`config.mk`:
```
export PLATFORM = sky130hd
export DESIGN_NAME = imem_loader
export DESIGN_NICKNAME = d
export VERILOG_FILES = /design/src/rtl/imem_loader.sv
export SDC_FILE = /design/constraint.sdc
export NUM_CORES = 1
export LEC_CHECK = 0
export CORE_MARGIN = 2
export CORE_UTILIZATION = 25
export CTS_BUF_LIST = sky130_fd_sc_hd__clkbuf_8 sky130_fd_sc_hd__clkbuf_16
export DETAILED_ROUTE_END_ITERATION = 12
export PLACE_DENSITY = 0.44
export SLEW_MARGIN = 15
export SYNTH_ARGS = -nofsm -noshare
export SYNTH_HDL_FRONTEND = slang
export SYNTH_SLANG_ARGS = --single-unit
```
`constraint.sdc`:
```
create_clock -name clk -period 2.7 [get_ports clk]
set_input_delay 0.54 -clock clk [delete_from_list [all_inputs] [get_ports clk]]
set_output_delay 0.54 -clock clk [all_outputs]
set_load 0.05 [all_outputs]
```
`src/rtl/imem_loader.sv`:
```
// Instruction-memory loader: assembles big-endian 32-bit words from a byte stream
// and writes them to consecutive word addresses, then releases the CPU.
module imem_loader #(
  parameter int unsigned       ADDR_W    = 8,
  parameter logic [ADDR_W-1:0] BASE_ADDR = '0,
  localparam int unsigned      LEN_W     = 7,
  localparam int unsigned      BYTE_W    = 8,
  localparam int unsigned      WORD_W    = 32
) (
  input  logic              clk,
  input  logic              rst_n,
  input  logic              start,
  input  logic [LEN_W-1:0]  len_words,
  input  logic [BYTE_W-1:0] byte_in,
  input  logic              byte_valid,
  output logic              byte_ready,
  output logic              imem_we,
  output logic [ADDR_W-1:0] imem_addr,
  output logic [WORD_W-1:0] imem_wdata,
  output logic              busy,
  output logic              done,
  output logic              err,
  output logic              cpu_run
);

  localparam int unsigned MAX_WORDS = 64;
  localparam int unsigned PART_W    = WORD_W - BYTE_W;

  typedef enum logic [1:0] {S_IDLE, S_RECV, S_WRITE, S_DONE} state_e;

  state_e              state_q, state_d;
  logic [LEN_W-1:0]    cnt_q, cnt_d;
  logic [1:0]          idx_q, idx_d;
  logic [PART_W-1:0]   word_q, word_d;
  logic [ADDR_W-1:0]   addr_q, addr_d;
  logic [WORD_W-1:0]   wdata_q, wdata_d;
  logic                err_q, err_d;
  logic                we_q, ready_q, busy_q, done_q, run_q;
  logic                len_bad;

  assign len_bad = (len_words > LEN_W'(MAX_WORDS));

  always_ff @(posedge clk or negedge rst_n) begin
    if (!rst_n) state_q <= S_IDLE;
    else        state_q <= state_d;
  end

  always_comb begin
    state_d = state_q;
    case (state_q)
      S_IDLE, S_DONE: begin
        if (start) begin
          if (len_bad)                   state_d = S_IDLE;
          else if (len_words == '0)      state_d = S_DONE;
          else                           state_d = S_RECV;
        end
      end
      S_RECV:  if (byte_valid && (idx_q == 2'd3)) state_d = S_WRITE;
      S_WRITE: state_d = (cnt_q == LEN_W'(1)) ? S_DONE : S_RECV;
      default: state_d = S_IDLE;
    endcase
  end

  // Datapath next values; start is only honoured outside an active load.
  always_comb begin
    cnt_d   = cnt_q;
    idx_d   = idx_q;
    word_d  = word_q;
    addr_d  = addr_q;
    wdata_d = wdata_q;
    err_d   = err_q;
    case (state_q)
      S_IDLE, S_DONE: begin
        if (start) begin
          if (len_bad) begin
            err_d = 1'b1;
          end else begin
            err_d  = 1'b0;
            cnt_d  = len_words;
            addr_d = BASE_ADDR;
            idx_d  = '0;
            word_d = '0;
          end
        end
      end
      S_RECV: begin
        if (byte_valid) begin
          word_d = {word_q[PART_W-BYTE_W-1:0], byte_in};
          idx_d  = idx_q + 2'd1;
          if (idx_q == 2'd3) wdata_d = {word_q, byte_in};
        end
      end
      S_WRITE: begin
        addr_d = addr_q + ADDR_W'(4);
        cnt_d  = cnt_q - LEN_W'(1);
        idx_d  = '0;
      end
      default: ;
    endcase
  end

  always_ff @(posedge clk or negedge rst_n) begin
    if (!rst_n) begin
      cnt_q   <= '0;
      idx_q   <= '0;
      word_q  <= '0;
      addr_q  <= BASE_ADDR;
      wdata_q <= '0;
      err_q   <= 1'b0;
      we_q    <= 1'b0;
      ready_q <= 1'b0;
      busy_q  <= 1'b0;
      done_q  <= 1'b0;
      run_q   <= 1'b0;
    end else begin
      cnt_q   <= cnt_d;
      idx_q   <= idx_d;
      word_q  <= word_d;
      addr_q  <= addr_d;
      wdata_q <= wdata_d;
      err_q   <= err_d;
      we_q    <= (state_d == S_WRITE);
      ready_q <= (state_d == S_RECV);
      busy_q  <= (state_d == S_RECV) || (state_d == S_WRITE);
      done_q  <= (state_d == S_DONE);
      run_q   <= (state_d == S_DONE);
    end
  end

  assign byte_ready = ready_q;
  assign imem_we    = we_q;
  assign imem_addr  = addr_q;
  assign imem_wdata = wdata_q;
  assign busy       = busy_q;
  assign done       = done_q;
  assign err        = err_q;
  assign cpu_run    = run_q;

endmodule

```
# After elaboration in Yosys (flattened, before gate mapping)
# Index checks and enable logic that the tools add are counted.
# word_totals
reg_bits	80
latchBits	0
ramBits	0
romBits	0
input_bits	19
output_inout_bits	46
wordCells	59
n_memories	0
# op_classes
add_sub_neg	3
multipliers	0
n_div	0
n_lt_le_gt_ge	1
n_eq_ne	11
shifts	0
muxes	21
n_bitwise	0
n_reduce_logical	12
# op_table
op	n
2-to-1 mux 24 bit	3
one-hot mux 24 bit (2 select lines)	1
2-to-1 mux 2 bit	8
2-to-1 mux 8 bit	2
one-hot mux 8 bit (2 select lines)	1
2-to-1 mux 7 bit	2
one-hot mux 7 bit (2 select lines)	1
one-hot mux 2 bit (3 select lines)	2
== test 2 bit (second input constant)	5
AND reduction 3 bit	3
adder 8 x 3 -> 8 bit (second input constant)	1
== test 7 x 1 -> 1 bit (second input constant)	1
> comparator 7 bit (second input constant)	1
logical NOT 7 bit	1
subtractor 7 x 1 -> 7 bit (second input constant)	1
!= test 2 bit (second input constant)	3
== test 2 x 1 -> 1 bit (second input constant)	2
AND reduction 4 bit	1
nonzero test 2 bit	2
adder 2 x 1 -> 2 bit (second input constant)	1
logical NOT 2 bit	1
AND reduction 2 bit	1
OR reduction 2 bit	1
logical AND 1 bit	1
2 further kinds	2

# Depth between registers and ports, before layout
# logic_depth
depth_word	7
mapped_depth	9
mapped_depth_nobuf	7

# Worst setup path after synthesis
# No wires, ideal clock.
# synth_timing
path_type	input to register
startpoint	input len_words[0]
endpoint	register busy_q (netlist: busy)
setup_ns	0.113
t_arrival_ns	2.110
required_time_ns	2.587
slack_ns	0.477
cell_stages	6
n_path_buf	1
cell_sequence	or4_4 buf_6 o32a_2 mux2_2 ha_1 inv_1
# synth_via
elab_chain_len	7
elab_cells_between_ends	9
cone_classes	order compare (1); eq/ne (2); mux (4); reduce/logical (2)
# synth_lines
item	line	rtl
start, declared	13	input logic [LEN_W-1:0] len_words,
branches (longest 2 deep; another with > comparator 7 bit)	--	
2-to-1 mux 2 bit (*)	53	if (len_bad) state_d = S_IDLE;
2-to-1 mux 2 bit (*)	52	if (start) begin
one-hot mux 2 bit (3 select lines) (*)	50	case (state_q)
== test 2 x 1 -> 1 bit or == test 2 bit (tied branches)	124	busy_q <= (state_d == S_RECV) || (state_d == S_WRITE);
logical OR 1 bit (*)	124	
end signal, assigned	124	
end, declared	38	logic we_q, ready_q, busy_q, done_q, run_q;
# Mark *: on every way between the ends.
# A chain may end at the register's enable or synchronous reset.

# Worst setup path after layout
# layout_timing
startpoint	input len_words[0]
endpoint	register word_q[2]
# layout_via
elab_chain_len	3
# layout_lines
item	line	rtl
> comparator 7 bit	41	assign len_bad = (len_words > LEN_W'(MAX_WORDS));
!= test 2 bit (no line)	--	
AND reduction 4 bit (no line)	--	
end signal, assigned	118	word_q <= word_d;
end, declared	34	logic [PART_W-1:0] word_q, word_d;
# Every way passes these cells.

==> key figures <==
Synthesis
  – Leading cell types by total area after synthesis: sky130_fd_sc_hd__dfrtp_1 (56%), sky130_fd_sc_hd__mux2_2 (11%), sky130_fd_sc_hd__a22o_1 (5.0%)
  – Register bit count reported by yosys: between 70 and 80
  – Share of flip-flops with an asynchronous set or reset after synthesis: 100%
  – Count of flip-flops with a built-in enable after synthesis: 0
  – Area of the mapped netlist: ~3500 um^2
  – Mapped Cells: 275
  – Number of unique standard cell types used by synthesis: 47
  – Mean instance size in the synthesized netlist: 12.7 um^2
  – Synthesis Warnings: 0
  – Cell accounting for the most synthesized area: sky130_fd_sc_hd__dfrtp_1
  – Primary flip-flop cell chosen by synthesis mapping: sky130_fd_sc_hd__dfrtp_1
  – Top cell type's share of synthesized area: between 50% and 60%
  – Portion of the post-synthesis area used by sequential elements: 56.0%

Global route
  – Antenna violations before repair: 0
  – Vias in the first global route: between 2000 and 2500
  – Global-route wire length before repair: around 13 mm
  – Combined global-route utilization of all metal layers: between 10% and 20%
  – Pin count of the biggest net entering global routing: 47
  – Total overflow reported by the global router: 0

Finish
  – Share of post-route cells with drive strength above 1: a little over a fifth
  – Antenna Cells: 0
  – Cell area after layout: around 4700 um^2
  – Final Net Count: about 370
  – Syn-to-layout area delta: 33.9%

Clocking
  – Number of buffers inserted to repair setup after CTS: 0
  – Clk sink count: 78
  – Number of levels in the clock H-tree: 3
  – Hold bufs inserted after CTS: 0
  – Clock tree from TritonCTS: yes
  – Number of resized instances in the post-cts repair step: 0
  – Buffer depth of the longest clock path: 2
  – Clock-pin transition on the worst setup and hold timing paths: 60 ps
  – Worst skew pair latency: 340 ps
  – Clock root buffer master: sky130_fd_sc_hd__clkbuf_16
  – Number of buffers created by CTS: 9

Placement
  – Gp weighted congestion: approximately 0.74
  – Post-DP HPWL: ~5.4 mm
  – Area after detailed placement: 4360 um^2
  – Worst Setup Slack post-DPL: 13.3 ps
  – Count of buffers from port buffering: slightly above 60

Critical path
  – Critical path start-end classification: in -> reg
  – Critical path's slowest cell: sky130_fd_sc_hd__or4_4
  – Data required time of the worst path: 2930 ps
  – Maximum fanout along the worst path: 24
  – CP Data Arrival Time: between 2000 and 3000 ps
  – Sort of element at the end of the critical path: flip-flop
  – Crit-path cells: clkdlybuf4s50_1, or4_4, o211a_4, a211o_4, a22o_2
  – Max stage delay on crit path: ~600 ps
  – Buffering stage count on the worst path with inverters included: 1
  – Category of cells accounting for the largest share of critical-path delay: compound AO/OA/AOI/OAI gates
  – Startpoint type of the worst setup path: primary input

Floorplanning
  – Die area: 14900 um^2
  – Die height: 122 um
  – X dimension of the die: between 100 and 150 um
  – Core area: 13800 um^2
  – Starting density of the core: 25.3%
  – Num rows: between 40 and 50
  – I/O pin cnt: 65

Drt
  – Met3 Wirelength: 295 um
  – Vias: 2413
  – Final wirelength: roughly 8 mm
  – Routed wire length per instance: 15.1 um
  – Iteration-0 DRC count of the detailed router: 187
  – Total met2 wirelength after detailed routing: between 3 and 4 mm
  – Uppermost layer routed: met4
  – Initial DRT Pass Iterations: 4
  – Sum of routed wire segments on met1: between 4 and 5 mm
  – Count of nets left with antenna violations after detail routing: 0
  – Routed vias/inst: 4.56
  – Count of unresolved DRC violations after routing: 0

Timing
  – Final setup violation count: 0
  – Setup TNS: 0 ps
  – Count of final max-slew check failures: 0
  – Layout Skew: 4.13 ps
  – RSZ-0062 raised after global routing: false
  – Endpoints failing hold: 0
  – Max-slew headroom: 64.6%
  – Final Worst Setup Slack: 371 ps
  – Transition at the pin with the smallest max-transition slack: 530 ps
  – Achievable Freq: about 430 MHz
  – Worst hold slack: 150 ps
  – Final critical-path required period: 2330 ps
  – Crit share post-route: 86.3%

Power
  – Power share of the sequential group: 37.1%
  – Power per Cell Area: about 980 nW/um^2
  – Combinational share of power: approximately a third
  – Maximum ir drop on the vdd rail: between 0.0004 and 0.0005 V
  – Internal power summed over all cells: 2930 uW
  – Relative contribution of the clock network to total power: ~28%
  – Static leakage power: 0.00208 uW
  – Switching Share: roughly 36%
  – Power dissipated by switching net loads: 1660 uW

Job
  – # Max-Cap Violations: 0

Outcome
  – Outcome: finished clean

Hold path
  – Worst hold-check path type: in -> async
==> layout by cell type (no fill, tap or decap), types with 2 or more instances in the layout <==
| cell type | n |
|---|---|
| sky130_fd_sc_hd__nor2_1 | 4 |
| sky130_fd_sc_hd__clkbuf_16 | 9 |
| sky130_fd_sc_hd__o311ai_1 | 2 |
| sky130_fd_sc_hd__inv_1 | 12 |
| sky130_fd_sc_hd__o21ai_1 | 2 |
| sky130_fd_sc_hd__o2bb2ai_1 | 2 |
| sky130_fd_sc_hd__a21oi_1 | 5 |
| sky130_fd_sc_hd__nand2_1 | 8 |
| sky130_fd_sc_hd__a41oi_1 | 5 |
| sky130_fd_sc_hd__a22o_2 | 4 |
| sky130_fd_sc_hd__nor2b_1 | 3 |
| sky130_fd_sc_hd__ha_1 | 9 |
| sky130_fd_sc_hd__buf_12 | 2 |
| sky130_fd_sc_hd__o22ai_1 | 2 |
| sky130_fd_sc_hd__nor3_1 | 4 |
| sky130_fd_sc_hd__or2_2 | 3 |
| sky130_fd_sc_hd__nor3_4 | 2 |
| sky130_fd_sc_hd__clkdlybuf4s50_1 | 61 |
| sky130_fd_sc_hd__mux2_2 | 33 |
| sky130_fd_sc_hd__o211ai_1 | 10 |
| sky130_fd_sc_hd__dfrtp_1 | 78 |
| sky130_fd_sc_hd__conb_1 | 2 |
| sky130_fd_sc_hd__o21ai_0 | 13 |
| sky130_fd_sc_hd__buf_4 | 12 |
| sky130_fd_sc_hd__nand2b_1 | 6 |
| sky130_fd_sc_hd__a22o_1 | 20 |
| sky130_fd_sc_hd__nor4_1 | 3 |
| sky130_fd_sc_hd__mux2i_1 | 2 |
| sky130_fd_sc_hd__bufinv_16 | 2 |
| sky130_fd_sc_hd__and2_1 | 2 |
| sky130_fd_sc_hd__and3_1 | 2 |
| sky130_fd_sc_hd__nand3_1 | 7 |
==> sequential cells by signal (all words and copies together), names as in the netlist <==
name        flops
busy            1
byte_ready      1
cnt_q           7
cpu_run         1
err             1
idx_q           2
imem_addr       6
imem_wdata     32
imem_we         1
state_q         2
word_q         24
==> path summary, 6_finish.rpt <==
check                                      from                         end  slack [ps]  depth (start not counted)
setup / recovery                   len_words[0]       word_q[2]$_DFFE_PN0P_         370                          5
hold / removal                            rst_n        byte_ready$_DFF_PN0_         150                          1
setup reg to reg           state_q[0]$_DFF_PN0_       word_q[0]$_DFFE_PN0P_         700                          7
hold reg to reg                 err$_DFFE_PN0P_             err$_DFFE_PN0P_         490                          2
max in group asynchronous                 rst_n  imem_wdata[15]$_DFFE_PN0P_        1950                          2
min in group clk                err$_DFFE_PN0P_             err$_DFFE_PN0P_         490                          2
==> routing by layer <==
metal  global-route usage (%)  up-vias
met2                     15.6       52
met1                     16.7     1183
met3                     2.62       13
met4                     6.25        0
met5                        0        -
li1                         -     1165
==> worst register-to-register path: stages, from the launching register on <==
cell	delay, ps
sky130_fd_sc_hd__dfrtp_1	390
sky130_fd_sc_hd__inv_1	60
sky130_fd_sc_hd__ha_1	290
sky130_fd_sc_hd__buf_4	190
sky130_fd_sc_hd__nor2b_1	420
sky130_fd_sc_hd__nor3_4	90
sky130_fd_sc_hd__buf_12	170
sky130_fd_sc_hd__a22o_2	270
==> kinds of logic (layout without fill, tap and decap cells) <==
logic type,Yosys count,count (layout),share of synthesized area [%]
DFF,78,78,56.0
AOI/OAI and AO/OA,75,75,16.8
and+or+nand+nor,50,50,8.50
muxes,35,35,11.2
buffers and inverters,27,100,4.13
adders and majority gates,9,9,3.23
other,1,2,0.108
==> Yosys cell counts (2+ instances only) <==
library cell                number
sky130_fd_sc_hd__and2_1          2
sky130_fd_sc_hd__dfrtp_1        78
sky130_fd_sc_hd__buf_1           2
sky130_fd_sc_hd__or2_2           3
sky130_fd_sc_hd__o2bb2ai_1       2
sky130_fd_sc_hd__mux2_2         33
sky130_fd_sc_hd__and3_1          2
sky130_fd_sc_hd__o311ai_1        2
sky130_fd_sc_hd__nand2_1         8
sky130_fd_sc_hd__nor2b_1         3
sky130_fd_sc_hd__nor3_4          2
sky130_fd_sc_hd__nor4_1          3
sky130_fd_sc_hd__a22o_1         20
sky130_fd_sc_hd__ha_1            9
sky130_fd_sc_hd__inv_1          10
sky130_fd_sc_hd__nor2_1          4
sky130_fd_sc_hd__nand2b_1        6
sky130_fd_sc_hd__a21oi_1         5
sky130_fd_sc_hd__o22ai_1         2
sky130_fd_sc_hd__mux2i_1         2
sky130_fd_sc_hd__o21ai_1         2
sky130_fd_sc_hd__buf_6           3
sky130_fd_sc_hd__o211ai_1       10
sky130_fd_sc_hd__clkbuf_1        6
sky130_fd_sc_hd__nor3_1          4
sky130_fd_sc_hd__o21ai_0        13
sky130_fd_sc_hd__buf_4           5
sky130_fd_sc_hd__nand3_1         8
sky130_fd_sc_hd__a41oi_1         5
sky130_fd_sc_hd__a22o_2          4
==> power by group through the flow <==
stage | clock network, uW | registers [uW] | logic [uW]
finish | 1290 | 1700 | 1600
floorplan | 0 | 2130 | 654
global route | 1380 | 1750 | 1720
global placement | 0 | 1720 | 1610
CTS | 1340 | 1710 | 1620
detailed placement | 0 | 1720 | 1610
==> final cells by class <==
type / instances / area (um^2)
Clock buffer: 10 / 239
Clock inverter: 5 / 76.3
Fill cell: 1391 / 9100
Inverter: 10 / 37.5
Multi-Input combinational cell: 171 / 1400
Sequential cell: 78 / 1950
Tap cell: 180 / 225
Timing Repair Buffer: 75 / 741
==> per-stage QoR <==
stage               total power [uW]  utilization [%]  std cells
CTS                             4660             33.9        529
detailed placement              3340             31.6        514
global placement                3330             31.6        514
global route                    4860             33.9        529
floorplan                       2790                -        276
finish                          4590             33.9        529
Note: power is estimated with default switching activity, not from simulation.
